`config.mk`:
```
export PLATFORM = sky130hd
export DESIGN_NAME = opcode_encoder
export DESIGN_NICKNAME = d
export VERILOG_FILES = /design/src/rtl/opcode_pkg.sv /design/src/rtl/opcode_fifo2.sv /design/src/rtl/opcode_encoder.sv
export SDC_FILE = /design/constraint.sdc
export NUM_CORES = 1
export LEC_CHECK = 0
export ABC_AREA = 1
export CORE_MARGIN = 5
export CORE_UTILIZATION = 45
export CTS_BUF_LIST = sky130_fd_sc_hd__clkbuf_2
export CTS_CLUSTER_DIAMETER = 60
export DETAILED_ROUTE_END_ITERATION = 16
export GPL_TIMING_DRIVEN = 0
export PLACE_DENSITY = 0.8
export REMOVE_ABC_BUFFERS = 1
export SETUP_SLACK_MARGIN = 0.1
export SLEW_MARGIN = 20
export SYNTH_ARGS = -nofsm -noshare
export SYNTH_HDL_FRONTEND = slang
export SYNTH_SLANG_ARGS = --single-unit
```
`constraint.sdc`:
```
create_clock -name clk -period 1.3 [get_ports clk]
set_input_delay 0.26 -clock clk [delete_from_list [all_inputs] [get_ports clk]]
set_output_delay 0.26 -clock clk [all_outputs]
set_load 0.05 [all_outputs]
```
`src/rtl/opcode_pkg.sv`:
```
// rtl/opcode_pkg.sv - shared opcodes, ALUop codes, control bundle and FIFO state types
package opcode_pkg;

  localparam logic [5:0] OPC_RTYPE   = 6'b000000;
  localparam logic [5:0] OPC_ADDI    = 6'b000010;
  localparam logic [5:0] OPC_SUBI    = 6'b000011;
  localparam logic [5:0] OPC_ANDI    = 6'b000100;
  localparam logic [5:0] OPC_ORI     = 6'b000101;
  localparam logic [5:0] OPC_SLTI    = 6'b000111;
  localparam logic [5:0] OPC_LW      = 6'b001000;
  localparam logic [5:0] OPC_LB      = 6'b001001;
  localparam logic [5:0] OPC_SW      = 6'b010000;
  localparam logic [5:0] OPC_SB      = 6'b010001;
  localparam logic [5:0] OPC_BEQ     = 6'b100011;
  localparam logic [5:0] OPC_BNE     = 6'b100111;
  localparam logic [5:0] OPC_J       = 6'b111000;
  localparam logic [5:0] OPC_JAL     = 6'b111001;
  localparam logic [5:0] OPC_ILLEGAL = 6'b111111;

  localparam logic [2:0] ALU_ADD   = 3'b000;
  localparam logic [2:0] ALU_SUB   = 3'b001;
  localparam logic [2:0] ALU_AND   = 3'b010;
  localparam logic [2:0] ALU_OR    = 3'b011;
  localparam logic [2:0] ALU_SLT   = 3'b100;
  localparam logic [2:0] ALU_SUBN  = 3'b101;
  localparam logic [2:0] ALU_RTYPE = 3'b111;

  localparam int PAYLOAD_W = 7;

  typedef struct packed {
    logic       reg_dst;
    logic       branch;
    logic       mem_read;
    logic       mem_write;
    logic       alu_src;
    logic       reg_write;
    logic       jump;
    logic       byte_ops;
    logic [2:0] alu_op;
    logic       move;
  } ctrl_bundle_t;

  typedef enum logic [1:0] {
    FIFO_EMPTY = 2'd0,
    FIFO_ONE   = 2'd1,
    FIFO_FULL  = 2'd2
  } fifo_state_t;

endpackage

```
`src/rtl/opcode_fifo2.sv`:
```
// rtl/opcode_fifo2.sv - 2-entry valid/ready FIFO carrying opcode plus illegal flag
module opcode_fifo2
  import opcode_pkg::*;
#(
  parameter int DEPTH = 2,
  parameter int W     = PAYLOAD_W
) (
  input  logic         clk,
  input  logic         rst_n,
  input  logic         in_valid,
  output logic         in_ready,
  input  logic [W-1:0] in_data,
  output logic         out_valid,
  input  logic         out_ready,
  output logic [W-1:0] out_data
);

  fifo_state_t  state_q, state_d;
  logic         wptr, rptr;
  logic [W-1:0] mem [DEPTH];
  logic         push, pop;

  assign out_valid = (state_q != FIFO_EMPTY);
  assign pop       = out_valid && out_ready;
  // A full FIFO still accepts when the head leaves in the same cycle.
  assign in_ready  = (state_q != FIFO_FULL) || pop;
  assign push      = in_valid && in_ready;
  assign out_data  = mem[rptr];

  always_comb begin
    state_d = state_q;
    unique case (state_q)
      FIFO_EMPTY: if (push) state_d = FIFO_ONE;
      FIFO_ONE: begin
        if (push && !pop)      state_d = FIFO_FULL;
        else if (pop && !push) state_d = FIFO_EMPTY;
      end
      FIFO_FULL:  if (pop && !push) state_d = FIFO_ONE;
      default:    state_d = FIFO_EMPTY;
    endcase
  end

  always_ff @(posedge clk) begin
    if (!rst_n) begin
      state_q <= FIFO_EMPTY;
      wptr    <= 1'b0;
      rptr    <= 1'b0;
      for (int i = 0; i < DEPTH; i++) mem[i] <= '0;
    end else begin
      state_q <= state_d;
      if (push) begin
        mem[wptr] <= in_data;
        wptr      <= ~wptr;
      end
      if (pop) rptr <= ~rptr;
    end
  end

endmodule

```
`src/rtl/opcode_encoder.sv`:
```
// rtl/opcode_encoder.sv - recovers the opcode from a control bundle and flags illegal bundles
// Statistics counters are built only when OPC_ENC_STATS_EN is defined.
module opcode_encoder
  import opcode_pkg::*;
#(
  parameter int DEPTH = 2,
  parameter int CNT_W = 16
) (
  input  logic             clk,
  input  logic             rst_n,
  input  logic             in_valid,
  output logic             in_ready,
  input  logic             regDst,
  input  logic             branch,
  input  logic             memRead,
  input  logic             memWrite,
  input  logic             ALUsrc,
  input  logic             regWrite,
  input  logic             jump,
  input  logic             byteOperations,
  input  logic             move,
  input  logic [2:0]       ALUop,
  output logic             out_valid,
  input  logic             out_ready,
  output logic [5:0]       out_opcode,
  output logic             out_illegal,
  output logic             err_sticky,
  input  logic             err_clr
`ifdef OPC_ENC_STATS_EN
  ,
  output logic [CNT_W-1:0] total_cnt,
  output logic [CNT_W-1:0] illegal_cnt
`endif
);

  ctrl_bundle_t bundle;
  logic [7:0]   flags;
  logic [5:0]   enc_opcode;
  logic         enc_illegal;
  logic         accept;

  assign bundle = {regDst, branch, memRead, memWrite, ALUsrc, regWrite,
                   jump, byteOperations, ALUop, move};
  assign flags  = {bundle.reg_dst, bundle.branch, bundle.mem_read, bundle.mem_write,
                   bundle.alu_src, bundle.reg_write, bundle.jump, bundle.byte_ops};
  assign accept = in_valid && in_ready;

  // R-type ignores move; every other legal bundle requires move=0.
  always_comb begin
    enc_opcode  = OPC_ILLEGAL;
    enc_illegal = 1'b1;
    if (flags == 8'b1000_0100 && bundle.alu_op == ALU_RTYPE) begin
      enc_opcode  = OPC_RTYPE;
      enc_illegal = 1'b0;
    end else if (!bundle.move) begin
      enc_illegal = 1'b0;
      case ({flags, bundle.alu_op})
        {8'b0000_1100, ALU_ADD}:  enc_opcode = OPC_ADDI;
        {8'b0000_1100, ALU_SUB}:  enc_opcode = OPC_SUBI;
        {8'b0000_1100, ALU_AND}:  enc_opcode = OPC_ANDI;
        {8'b0000_1100, ALU_OR}:   enc_opcode = OPC_ORI;
        {8'b0000_1100, ALU_SLT}:  enc_opcode = OPC_SLTI;
        {8'b0010_1100, ALU_ADD}:  enc_opcode = OPC_LW;
        {8'b0010_1101, ALU_ADD}:  enc_opcode = OPC_LB;
        {8'b0001_1000, ALU_ADD}:  enc_opcode = OPC_SW;
        {8'b0001_1001, ALU_ADD}:  enc_opcode = OPC_SB;
        {8'b0100_0000, ALU_SUB}:  enc_opcode = OPC_BEQ;
        {8'b0100_0000, ALU_SUBN}: enc_opcode = OPC_BNE;
        {8'b0000_0010, ALU_ADD}:  enc_opcode = OPC_J;
        {8'b0000_0110, ALU_ADD}:  enc_opcode = OPC_JAL;
        default: begin
          enc_opcode  = OPC_ILLEGAL;
          enc_illegal = 1'b1;
        end
      endcase
    end
  end

  opcode_fifo2 #(.DEPTH(DEPTH), .W(PAYLOAD_W)) u_fifo (
    .clk       (clk),
    .rst_n     (rst_n),
    .in_valid  (in_valid),
    .in_ready  (in_ready),
    .in_data   ({enc_illegal, enc_opcode}),
    .out_valid (out_valid),
    .out_ready (out_ready),
    .out_data  ({out_illegal, out_opcode})
  );

  always_ff @(posedge clk) begin
    if (!rst_n)                       err_sticky <= 1'b0;
    else if (accept && enc_illegal)   err_sticky <= 1'b1;
    else if (err_clr)                 err_sticky <= 1'b0;
  end

`ifdef OPC_ENC_STATS_EN
  always_ff @(posedge clk) begin
    if (!rst_n) begin
      total_cnt   <= '0;
      illegal_cnt <= '0;
    end else if (accept) begin
      if (total_cnt != '1) total_cnt <= total_cnt + 1'b1;
      if (enc_illegal && illegal_cnt != '1) illegal_cnt <= illegal_cnt + 1'b1;
    end
  end
`endif

endmodule

```
# == Word-level counts from Yosys, hierarchy flattened ==
# Memory sizes are Yosys's and may differ from the RTL's. A register that Yosys moved wholly into a read port is not among the register bits.
# Index checks and enable logic that the tools add are counted.
# totals
ff_bits,5
ram_bits,14
inputBits,17
out_inout_bits,10
word_cells,65
n_memories,1
# memory_table
name,depth,word_bits,read_ports,rd_ports_with_merged_regs,wr,line_no,rtl
u_fifo.mem,2,7,1,1,2,opcode_fifo2.sv:20,logic [W-1:0] mem [DEPTH];
# classes
eq_ne,21
n_mux,22
bitwise_logic,2
reduce_logical,15
# op_table
op,n
case mux 6 bit (13 select lines),1
"equality test 11 x 7 -> 1 bit, second input constant",5
"equality test 11 x 10 -> 1 bit, second input constant",2
"equality test 11 x 8 -> 1 bit, second input constant",2
"equality test 11 x 9 -> 1 bit, second input constant",2
2-to-1 mux 1 bit,13
OR reduction 13 bit,1
2-to-1 mux 6 bit,2
"equality test 11 x 5 -> 1 bit, second input constant",1
"equality test 11 x 6 -> 1 bit, second input constant",1
"equality test 8 bit, second input constant",1
2-to-1 mux 2 bit,4
2-to-1 mux 7 bit,1
OR reduction 7 bit,1
logical AND 1 bit,6
case mux 2 bit (3 select lines),1
"inequality test 2 bit, second input constant",2
nonzero test 2 bit,2
"equality test 3 bit, second input constant",1
"inequality test 3 x 1 -> 1 bit, second input constant",1
AND reduction 3 bit,1
"equality test 2 x 1 -> 1 bit, second input constant",1
"equality test 2 bit, second input constant",1
logical NOT 1 bit,2
4 further kinds,5

# == Logic depth before layout (Yosys ltp) ==
# logic_depth
word_depth,9
mapped_depth,10
ltp_nobuf,10

# == By module ==
# From an unflattened synthesis, not the netlist that was laid out.
# unflattened
hier_cells,178
hier_area_um2,1336.3
# by_module_without_submodules
module,n_inst,cells_each,area_each_um2,seq_area_each_um2
opcode_fifo2,1,83,899.6,520.5
opcode_encoder,1,95,436.7,20.0

# == Least setup slack after synthesis ==
# No wires, ideal clock.
# synth_timing
path_kind,register to register
start,reg u_fifo.state_q[0]
end,"mem u_fifo.mem[1][0] (netlist name), enable pin"
setup_ps,323
t_arrival_ps,1412
required_ps,977
setup_slack_ps,-436
path_stages_with_launch,7
n_path_buf,0
period_less_slack_ps,1736
cell_sequence,dfxtp_1 inv_1 nand3_1 nand2_1 inv_1 nand3_1 nand2_1
# synth_rtl
item,line_no,rtl
from (decl),opcode_fifo2.sv:18,"fifo_state_t state_q, state_d;"
from (signal assigned),opcode_fifo2.sv:50,state_q <= state_d;
to (decl),opcode_fifo2.sv:20,

==> flow_metrics.tcl <==
set metrics [dict create \
    syn_avg_cell_area_um2 8.22 \
    firstDrtPassIters 7 \
    clk_path_buf_depth 2 \
    setup_viol 14 \
    finalWorstSetupSlack_ps -258 \
    cts_buffers 3 \
    p_per_area_mw_per_mm2 786 \
    p_leak_nw 1.05 \
    clock-root-buffer "clkbuf_2" \
    ir_drop_uv 450 \
    io_buffer_count 26 \
    rsz0062_at_grt "yes" \
    hold_class "input pin to flip-flop" \
    antenna_found_initial 0 \
    cts_tree "done" \
    synth_seq_area_share_pct 40.3 \
    critPathRequiredTime_ps 1040 \
    cts_hold_buf 0 \
    clockPowerShare_pct 25.0 \
    fillers 125 \
    dieWidth_um 64.6 \
    synth.distinct_cells 27 \
    clk_latency_ps 340 \
    synthToLayoutAreaGrowth_pct 80.3 \
    vias 1507 \
    netlist_instances 163 \
    dp_slack_ps -767 \
    p_sw_w 0.000613 \
    core_area_mm2 0.00281 \
    cts.sinks 20 \
    drv_cap 0 \
    worstMarginPinSlew_ps 502 \
    fmaxAchievable_ghz 0.642 \
    grt_use_total_pct 21.2 \
    rows 19 \
    fin_worst_skew_ps 38.6 \
    ant_nets 0 \
    gp_congestion 0.859 \
    period_needed_ps 1560 \
    status "finished with violations" \
    relSlewSlack_pct 66.2 \
    seq_power_share_pct 40.4 \
    violations "negative setup slack" \
    post-synth-top-area-fraction_pct 31.4 \
    drc 0 \
    initial_core_util_pct 47.8 \
    hpwl_um 2410 \
    htree_levels 1 \
    yosys-top-cells-area "edfxtp_1, dfxtp_1, nand2_1" \
    worstReg2RegEnd "u_fifo.mem[0][0]" \
    end_kind "output port" \
    grt_pass1_wl_um 6870 \
    pin_count 27 \
    r2r-start "u_fifo.state_q[0]" \
    die_y_um 64.6 \
    grt_max_degree 13 \
    yosysTopAreaCell "edfxtp_1" \
    critPathKind "flip-flop to output port" \
    crit_arrival_ps 1300 \
    wl_per_cell_um 19.7 \
    ys_warn_count 0 \
    ff2ff_path_depth 7 \
    viasPerCell 5.89 \
    antenna_cells 0 \
    routed_wl_um 5040 \
    nets 243 \
    internal_power_w 0.00129 \
    hold_violations 0 \
    min_period_over_period_pct 120 \
    switching_share_pct 32.3 \
    layout-drive-gt1-share_pct 69.3 \
    hold_path_depth 4 \
    ys_ff_latch 20 \
    path_clk_slew_ps 230 \
    cp_max_fo 7 \
    combPwrFrac_pct 34.6 \
    drtIter0Drc 126 \
    r2r_slack_ps -50 \
    dieArea_mm2 0.00417 \
    netlist_area_mm2 0.00134 \
    slew_violations 0 \
    min_from "out_ready" \
    start_kind "flip-flop" \
    total_power_w 0.00190 \
    grt_overflow 0 \
    grt_pass1_vias 1515 \
]
-- how the worst max path moves through the flow --
| stage | endpoint | slack, ps | depth (start not counted) |
|---|---|---|---|
| floorplan | u_fifo.mem[1][0] | -440 | 6 |
| global placement | u_fifo.mem[1][3] | -740 | 11 |
| detailed placement | u_fifo.mem[1][2] | -770 | 11 |
| CTS | out_opcode[3] | -230 | 2 |
| global route | out_opcode[3] | -320 | 2 |
| finish | out_opcode[3] | -260 | 2 |
-- worst max-delay path, stage by stage, from the launching register on --
cell and delay [ps]:
dfxtp_4 480, mux2_4 320, buf_8 150
-- repair_timing --
item                       4_1_cts  5_1_grt
cloned                           0        0
buffers inserted                28        6
pin swaps                       25       27
resized for setup              197       57
setup endpoints to repair       40       41
-- registers in the layout, summed over array words and instances (netlist names), named ones only --
| signal | cells |
|---|---|
| u_fifo.mem | 14 |
| u_fifo.state_q | 2 |
| err_sticky | 1 |
| u_fifo.rptr | 1 |
| u_fifo.wptr | 1 |
-- layout by cell type (no fill, tap or decap), types with 3 or more instances in the layout --
cell type and count:
a21oi_1 5, a21oi_2 6, buf_4 28, buf_6 15, buf_8 7, clkbuf_2 4, clkdlybuf4s50_1 3, edfxtp_1 14
inv_1 10, inv_2 7, inv_4 6, mux2_4 7, nand2_1 11, nand2_2 10, nand2_4 12, nand2_8 4
nand3_4 4, nand4_1 3, nor2_1 7, nor2_2 9, nor2_4 15, nor3_1 4, o21ai_0 3, o21ai_4 3
-- cells by family after synthesis --
family	Yosys count	share of synthesized area, %
AO/OA/AOI/OAI	21	9.43
XOR/XNOR	1	0.654
buffers and inverters	26	7.28
flip-flops	20	40.3
multiplexers	7	5.88
AND/OR/NAND/NOR	88	36.4
-- area by class of cell --
| class | count | area (um2) | share of cell area, % |
|---|---|---|---|
| inverters | 25 | 119 | 4.92 |
| well taps | 31 | 38.8 | 1.61 |
| clock buffers | 3 | 15.0 | 0.621 |
| flip-flops and latches | 20 | 551 | 22.8 |
| clock inverters | 1 | 30.0 | 1.24 |
| multi-input cells | 117 | 1080 | 44.9 |
| repair buffers | 59 | 578 | 23.9 |
-- metal layers --
metal	routed length (um)	GRT usage, %	share of wire [%]
met1	1700	20.8	34
met2	2640	43.0	52
met3	350	3.28	6.9
met4	342	9.23	6.8
met5	0	0	0
-- power by group through the flow --
stage	registers (W)	clock network (W)	logic (W)
after floorplan	0.000769	0	0.000256
after global placement	0.000765	0	0.000404
after detailed placement	0.000769	0	0.000414
after CTS	0.000760	0.000456	0.000573
after global routing	0.000772	0.000500	0.000687
final	0.000766	0.000475	0.000657
-- Yosys cell counts --
library cell  count
nand2_1          23
nor2_1           23
inv_1            16
edfxtp_1         14
a21oi_1          11
nand2_2          11
inv_2             9
mux2_2            7
dfxtp_1           6
nor2_2            6
nand3_1           4
nor3_1            4
o21ai_0           4
nand2_4           3
nand3_2           3
nand4_1           3
o21ai_2           3
a21oi_2           2
nand3b_1          2
nor2_4            2
clkbuf_1          1
nand3_4           1
nand4_2           1
nor4_2            1
o211ai_1          1
or2_1             1
xor2_1            1
-- per-stage QoR --
step | cells | TNS [ps] | utilization, % | instance area [um2] | hold WS [ps]
floorplan | 162 | -9310 | - | 1340 | 399
finish | 256 | -2040 | 86.1 | 2420 | 448
global route | 256 | -3120 | 86.1 | 2420 | 442
global placement | 219 | -24830 | 58.3 | 1640 | 466
CTS | 251 | -1570 | 76.3 | 2140 | 443
detailed placement | 219 | -25810 | 58.3 | 1640 | 475
Note: power is estimated with default switching activity, not from simulation.
